$ cat config.mk
export PLATFORM = sky130hd
export DESIGN_NAME = mem_port_arbiter
export DESIGN_NICKNAME = d
export VERILOG_FILES = /design/src/rtl/tinyalu_pkg.sv /design/src/rtl/rr_picker.sv /design/src/rtl/mem_port_arbiter.sv
export SDC_FILE = /design/constraint.sdc
export NUM_CORES = 1
export LEC_CHECK = 0
export CELL_PAD_IN_SITES_DETAIL_PLACEMENT = 1
export CELL_PAD_IN_SITES_GLOBAL_PLACEMENT = 2
export CORE_UTILIZATION = 25
export DETAILED_ROUTE_END_ITERATION = 6
export PLACE_DENSITY = 0.91
export SLEW_MARGIN = 20
export SYNTH_ARGS = -nofsm -noshare
export SYNTH_HDL_FRONTEND = slang
export SYNTH_SLANG_ARGS = --single-unit
$ cat constraint.sdc
create_clock -name clk -period 2.4 [get_ports clk]
set_input_delay 0.36 -clock clk [delete_from_list [all_inputs] [get_ports clk]]
set_output_delay 0.36 -clock clk [all_outputs]
set_load 0.03 [all_outputs]
$ cat src/rtl/tinyalu_pkg.sv
// Shared types and widths for the tinyalu memory-side blocks.
// Holds the arbiter FSM encoding, the latched memory-op record and the
// default memory port widths used by mem_port_arbiter.
package tinyalu_pkg;

  localparam int MEM_ADDR_W = 14;
  localparam int MEM_DATA_W = 16;

  // Width of the BUSY wait counter used by the optional timeout.
  localparam int ARB_WAIT_W = 8;

  typedef enum logic [1:0] {
    ARB_IDLE,
    ARB_BUSY,
    ARB_RESP
  } arb_state_t;

  typedef struct packed {
    logic                  write;
    logic [MEM_ADDR_W-1:0] addr;
    logic [MEM_DATA_W-1:0] wdata;
  } mem_op_t;

endpackage

$ cat src/rtl/rr_picker.sv
// Round-robin picker: first valid requester after last_grant, wrapping mod NREQ.
// Latency: purely combinational.
// Backpressure: none; the caller decides when to act on the grant.
// Ports: req_valid (per-requester pending), last_grant (index of previous winner),
//        grant (one-hot winner, all-zero if none), grant_idx (binary winner index).
module rr_picker #(
  parameter int NREQ = 2
) (
  input  logic [NREQ-1:0]         req_valid,
  input  logic [$clog2(NREQ)-1:0] last_grant,
  output logic [NREQ-1:0]         grant,
  output logic [$clog2(NREQ)-1:0] grant_idx
);

  localparam int IDX_W = $clog2(NREQ);

  logic             found;
  logic [IDX_W-1:0] idx;

  // Scan starts one past the previous winner; the previous winner is the
  // last candidate, so a lone requester still wins every arbitration.
  always_comb begin
    grant     = '0;
    grant_idx = '0;
    found     = 1'b0;
    idx       = '0;
    for (int k = 1; k <= NREQ; k++) begin
      idx = IDX_W'((int'(last_grant) + k) % NREQ);
      if (!found && req_valid[idx]) begin
        found      = 1'b1;
        grant[idx] = 1'b1;
        grant_idx  = idx;
      end
    end
  end

endmodule

$ cat src/rtl/mem_port_arbiter.sv
// Round-robin share of the single memory port between NREQ requesters, one op in flight.
// Latency: req_ready 1 cycle after accept, rsp_valid 1 cycle after mem_resp; >= 3 cycles + memory per op.
// Backpressure: requesters hold valid until req_ready; memory stalls BUSY until mem_resp (or timeout).
// Ports: req_valid/req_write/req_addr/req_wdata in, req_ready out (one-hot accept pulse);
//        rsp_valid (one-hot), rsp_rdata, rsp_err out; cs/read_req/write_req/addrout/datatomem
//        to memory, datafrommem/mem_resp from memory. clk, reset (sync, active-high).
// Optional: define MEM_TIMEOUT_EN to abort BUSY after TIMEOUT_CYCLES with rsp_err=1.
module mem_port_arbiter
  import tinyalu_pkg::*;
#(
  parameter int NREQ           = 2,
  parameter int ADDR_W         = MEM_ADDR_W,
  parameter int DATA_W         = MEM_DATA_W,
  parameter int TIMEOUT_CYCLES = 16
) (
  input  logic                   clk,
  input  logic                   reset,
  input  logic [NREQ-1:0]        req_valid,
  input  logic [NREQ-1:0]        req_write,
  input  logic [NREQ*ADDR_W-1:0] req_addr,
  input  logic [NREQ*DATA_W-1:0] req_wdata,
  output logic [NREQ-1:0]        req_ready,
  output logic [NREQ-1:0]        rsp_valid,
  output logic [DATA_W-1:0]      rsp_rdata,
  output logic                   rsp_err,
  output logic                   cs,
  output logic                   read_req,
  output logic                   write_req,
  output logic [ADDR_W-1:0]      addrout,
  output logic [DATA_W-1:0]      datatomem,
  input  logic [DATA_W-1:0]      datafrommem,
  input  logic                   mem_resp
);

  localparam int IDX_W = $clog2(NREQ);

  arb_state_t       state;
  logic [IDX_W-1:0] last_grant;
  logic [IDX_W-1:0] gnt_idx;
  logic             op_write;
  logic [NREQ-1:0]  pick_grant;
  logic [IDX_W-1:0] pick_idx;

`ifdef MEM_TIMEOUT_EN
  logic [ARB_WAIT_W-1:0] wait_cnt;
  logic                  timed_out;
  // wait_cnt holds (BUSY cycle number - 1), so this fires in BUSY cycle TIMEOUT_CYCLES.
  assign timed_out = (wait_cnt == ARB_WAIT_W'(TIMEOUT_CYCLES - 1));
`else
  // Timeout hardware is not built; the parameter is kept for a uniform interface.
  logic [ARB_WAIT_W-1:0] unused_timeout;
  assign unused_timeout = ARB_WAIT_W'(TIMEOUT_CYCLES);
  assign rsp_err        = 1'b0;
`endif

  rr_picker #(
    .NREQ (NREQ)
  ) u_picker (
    .req_valid  (req_valid),
    .last_grant (last_grant),
    .grant      (pick_grant),
    .grant_idx  (pick_idx)
  );

  always_ff @(posedge clk) begin
    if (reset) begin
      state      <= ARB_IDLE;
      last_grant <= IDX_W'(NREQ - 1);
      gnt_idx    <= '0;
      op_write   <= 1'b0;
      req_ready  <= '0;
      rsp_valid  <= '0;
      rsp_rdata  <= '0;
      cs         <= 1'b0;
      read_req   <= 1'b0;
      write_req  <= 1'b0;
      addrout    <= '0;
      datatomem  <= '0;
`ifdef MEM_TIMEOUT_EN
      rsp_err    <= 1'b0;
      wait_cnt   <= '0;
`endif
    end else begin
      // Pulses default low; each is raised for exactly one cycle below.
      req_ready <= '0;
      rsp_valid <= '0;
`ifdef MEM_TIMEOUT_EN
      rsp_err   <= 1'b0;
`endif
      case (state)
        ARB_IDLE: begin
          if (|req_valid) begin
            req_ready  <= pick_grant;
            gnt_idx    <= pick_idx;
            last_grant <= pick_idx;
            op_write   <= req_write[pick_idx];
            cs         <= 1'b1;
            read_req   <= !req_write[pick_idx];
            write_req  <= req_write[pick_idx];
            addrout    <= req_addr[pick_idx*ADDR_W +: ADDR_W];
            datatomem  <= req_wdata[pick_idx*DATA_W +: DATA_W];
`ifdef MEM_TIMEOUT_EN
            wait_cnt   <= '0;
`endif
            state      <= ARB_BUSY;
          end
        end

        ARB_BUSY: begin
          // mem_resp is checked first so it wins over a same-cycle timeout.
          if (mem_resp) begin
            rsp_valid <= NREQ'(1'b1) << gnt_idx;
            rsp_rdata <= op_write ? '0 : datafrommem;
            cs        <= 1'b0;
            read_req  <= 1'b0;
            write_req <= 1'b0;
            state     <= ARB_RESP;
          end
`ifdef MEM_TIMEOUT_EN
          else if (timed_out) begin
            rsp_valid <= NREQ'(1'b1) << gnt_idx;
            rsp_rdata <= '0;
            rsp_err   <= 1'b1;
            cs        <= 1'b0;
            read_req  <= 1'b0;
            write_req <= 1'b0;
            state     <= ARB_RESP;
          end else begin
            wait_cnt  <= wait_cnt + 1'b1;
          end
`endif
        end

        ARB_RESP: begin
          rsp_rdata <= '0;
          state     <= ARB_IDLE;
        end

        default: state <= ARB_IDLE;
      endcase
    end
  end

endmodule

==> flow_summary_export.csv <==
group,metric,value,unit
timing,timing.final.crit_share,73.03,%
clocking,cts_tree,"yes",
yosys,synth_top_area_cell,"dfxtp_1",
clocking,clk_latency,340,ps
timing,fin_hold_ws,449.7,ps
detailed_routing,drtIter0Drc,95,
clocking,post-cts-setup-buffers,0,
cells_and_area,multiInputGateArea,1396,um2
clocking,cts_resized,0,
clocking,clock-root-buffer,"clkbuf_8",
timing,maxSlewHeadroom,64.69,%
cells_and_area,drive_gt1_share,21.88,%
timing,fmax,570.5,MHz
place,dpl.hpwl,6487,um
timing,worstMarginPinSlew,529.7,ps
yosys,synthCells,283,
cells_and_area,finalNetCount,494,
hold_path,holdPathStages,1,
cells_and_area,finish.utilization,40.74,%
global_routing,overflow,0,
yosys,synth-seq-cells,58,
job,max_cap_violations,0,
critical_path,path_buf_inv,1,
critical_path,cp-start-kind,"flip-flop",
critical_path,critPathKind,"flip-flop to primary output",
timing,period_needed,1753,ps
place,portBuffers,135,
global_routing,grt_pass1_vias,2827,
floorplanning,initial_core_util,25.61,%
yosys,synth_cell_types,36,
pwr,leakagePower,1.565,nW
critical_path,reg2regPathDepth,4,
floorplanning,fp.dieH,107.4,um
floorplanning,die_w,107.4,um
place,dp_cells,540,
critical_path,cp.depth,1,
clocking,path_clk_slew,60,ps
critical_path,path_cells,"clkdlybuf4s50_1",
timing,grt_setup_unrepaired,"false",
detailed_routing,vias_per_cell,4.775,
place,place_area,4198,um2
timing,final-hold-violation-count,0,
yosys,yosysWarnings,0,
hold_path,hp-class,"flip-flop to flip-flop",
timing,worst_slack,647.2,ps
floorplanning,dieArea,11530,um2
timing,setup_viol,0,
floorplanning,io-pin-count,137,
cells_and_area,fillers,1212,
global_routing,grt_usage,15.88,%
run_status,status,"complete, no violations",
yosys,synthesis.area,2776,um2
timing,slew_violations,0,
yosys,seq_area_frac_synth,41.82,%
place,place.gp.congestion,0.7061,
clocking,cts_num_sinks,58,
timing,final.setup_skew,7.554,ps
cells_and_area,regArea,1161,um2
critical_path,cpPeakStageDelay,690,ps
clocking,cts-hold-fix-buffers,0,
global_routing,grt_max_degree,33,
critical_path,worst_ep_arrival_time,1390,ps
detailed_routing,routed_wl,8976,um
detailed_routing,ant_nets,0,
yosys,syn_avg_cell_area,9.811,um2
cells_and_area,area.growth.synth_to_final,59.08,%
detailed_routing,drc,0,
floorplanning,core,10840,um2
yosys,synth_nets,366,
pwr,powerDensity,679.3,nW/um2
global_routing,antenna_found_initial,0,
critical_path,crit_family,"buffers and inverters",
timing,setup_tns,0,ps
pwr,total_power,3.000,mW
place,post-place-ws,351.7,ps
cells_and_area,final_area,4417,um2
cells_and_area,n_antenna_cell,0,
yosys,synth_area_leaders,"dfxtp_1, a311oi_2, nand2_1",
detailed_routing,drt-wirelength-per-cell,16.14,um
critical_path,crit_slowest_cell,"clkdlybuf4s50_1",
clocking,cts_made_buffers,9,
floorplanning,fp-row-count,38,
clocking,cts_max_level,3,
critical_path,crit_path_end_kind,"primary output",
cells_and_area,layout.cells.non_filler,556,
critical_path,cp.required,2040,ps
critical_path,critPathMaxFanout,2,
pwr,ir_drop,277.4,uV
global_routing,grt_pass1_wl,14060,um
detailed_routing,drt-pass1-iter-count,4,
clocking,clockBufferDepth,2,
yosys,synth_top_cell_area_share,41.82,%
detailed_routing,dr_total_vias,2655,
cells by family (layout without fill, tap and decap cells):
family | Yosys count | count (layout) | share of synthesized area, %
AOI/OAI and AO/OA | 92 | 92 | 33.84
buffers and inverters | 32 | 165 | 8.427
DFF | 58 | 58 | 41.82
muxes | 1 | 1 | 0.4956
other | 1 | 1 | 0.1351
and+or+nand+nor | 99 | 99 | 15.28
Yosys cell counts:
cell	instances
a211oi_2	1
a21bo_1	1
a21boi_2	1
a21oi_1	11
a21oi_2	28
a311oi_1	2
a311oi_2	28
a32oi_1	12
and2_1	1
and4bb_2	1
buf_1	1
buf_12	3
buf_2	10
buf_4	6
buf_6	4
clkbuf_1	5
conb_1	1
dfxtp_1	58
inv_1	2
inv_2	1
mux2i_2	1
nand2_1	68
nand2b_1	1
nand3_1	2
nand3b_1	1
nor2_1	14
nor2b_1	2
nor3_1	4
o211a_1	1
o21ai_0	3
o21ba_1	1
o21bai_2	1
o311ai_0	1
o31ai_1	1
or3_1	1
or3b_1	4
final cells by class:
cell class	instances	share of cell area [%]
Sequential cell	58	26.29
Inverter	3	0.2550
Clock buffer	11	3.201
Timing Repair Buffer	146	32.92
Tap cell	140	3.966
Clock inverter	5	1.756
Multi-Input combinational cell	193	31.61
cells in the final DEF (no fill, tap or decap), types with 2 or more instances in the layout:
master / n
nor3_1: 4
bufinv_16: 2
nor2_1: 13
inv_1: 2
a21oi_1: 11
a21oi_2: 28
buf_12: 2
or3b_1: 4
a311oi_1: 2
nand3_1: 2
clkinv_2: 2
a32oi_1: 12
clkdlybuf4s50_1: 134
dfxtp_1: 58
nor2b_1: 2
clkbuf_8: 10
a311oi_2: 28
buf_4: 9
nand2_1: 68
o21ai_0: 3
registers in the layout, summed over array words and instances (netlist names):
signal      count
addrout        14
cs              1
datatomem      16
gnt_idx         1
last_grant      1
op_write        1
read_req        1
req_ready       2
rsp_rdata      16
rsp_valid       2
state           2
write_req       1
power breakdown:
| group | leakage [nW] | switching, mW | internal, mW |
|---|---|---|---|
| clock | 0.109 | 0.408 | 0.610 |
| sequential | 0.478 | 0.0637 | 1.05 |
| combinational | 0.978 | 0.464 | 0.406 |
| total | 1.57 | 0.935 | 2.07 |
per-layer routing:
metal	part of all wire (%)	track usage [%]	wire [um]	vias up
met1	42	17.69	3730	1277
met4	0.94	4.305	84	0
met2	50	28.71	4513	93
li1	-	-	-	1276
met5	0	0	0	-
met3	7.2	5.266	647	9
final timing paths:
check | start | end | slack [ps]
worst max-delay path | datatomem[14] | datatomem[14] | 650
worst min-delay path | gnt_idx | rsp_valid[0] | 450
worst max register to register | state[0] | datatomem[13] | 730
worst min register to register | gnt_idx | rsp_valid[0] | 450
Note: power is estimated with default switching activity, not from simulation.
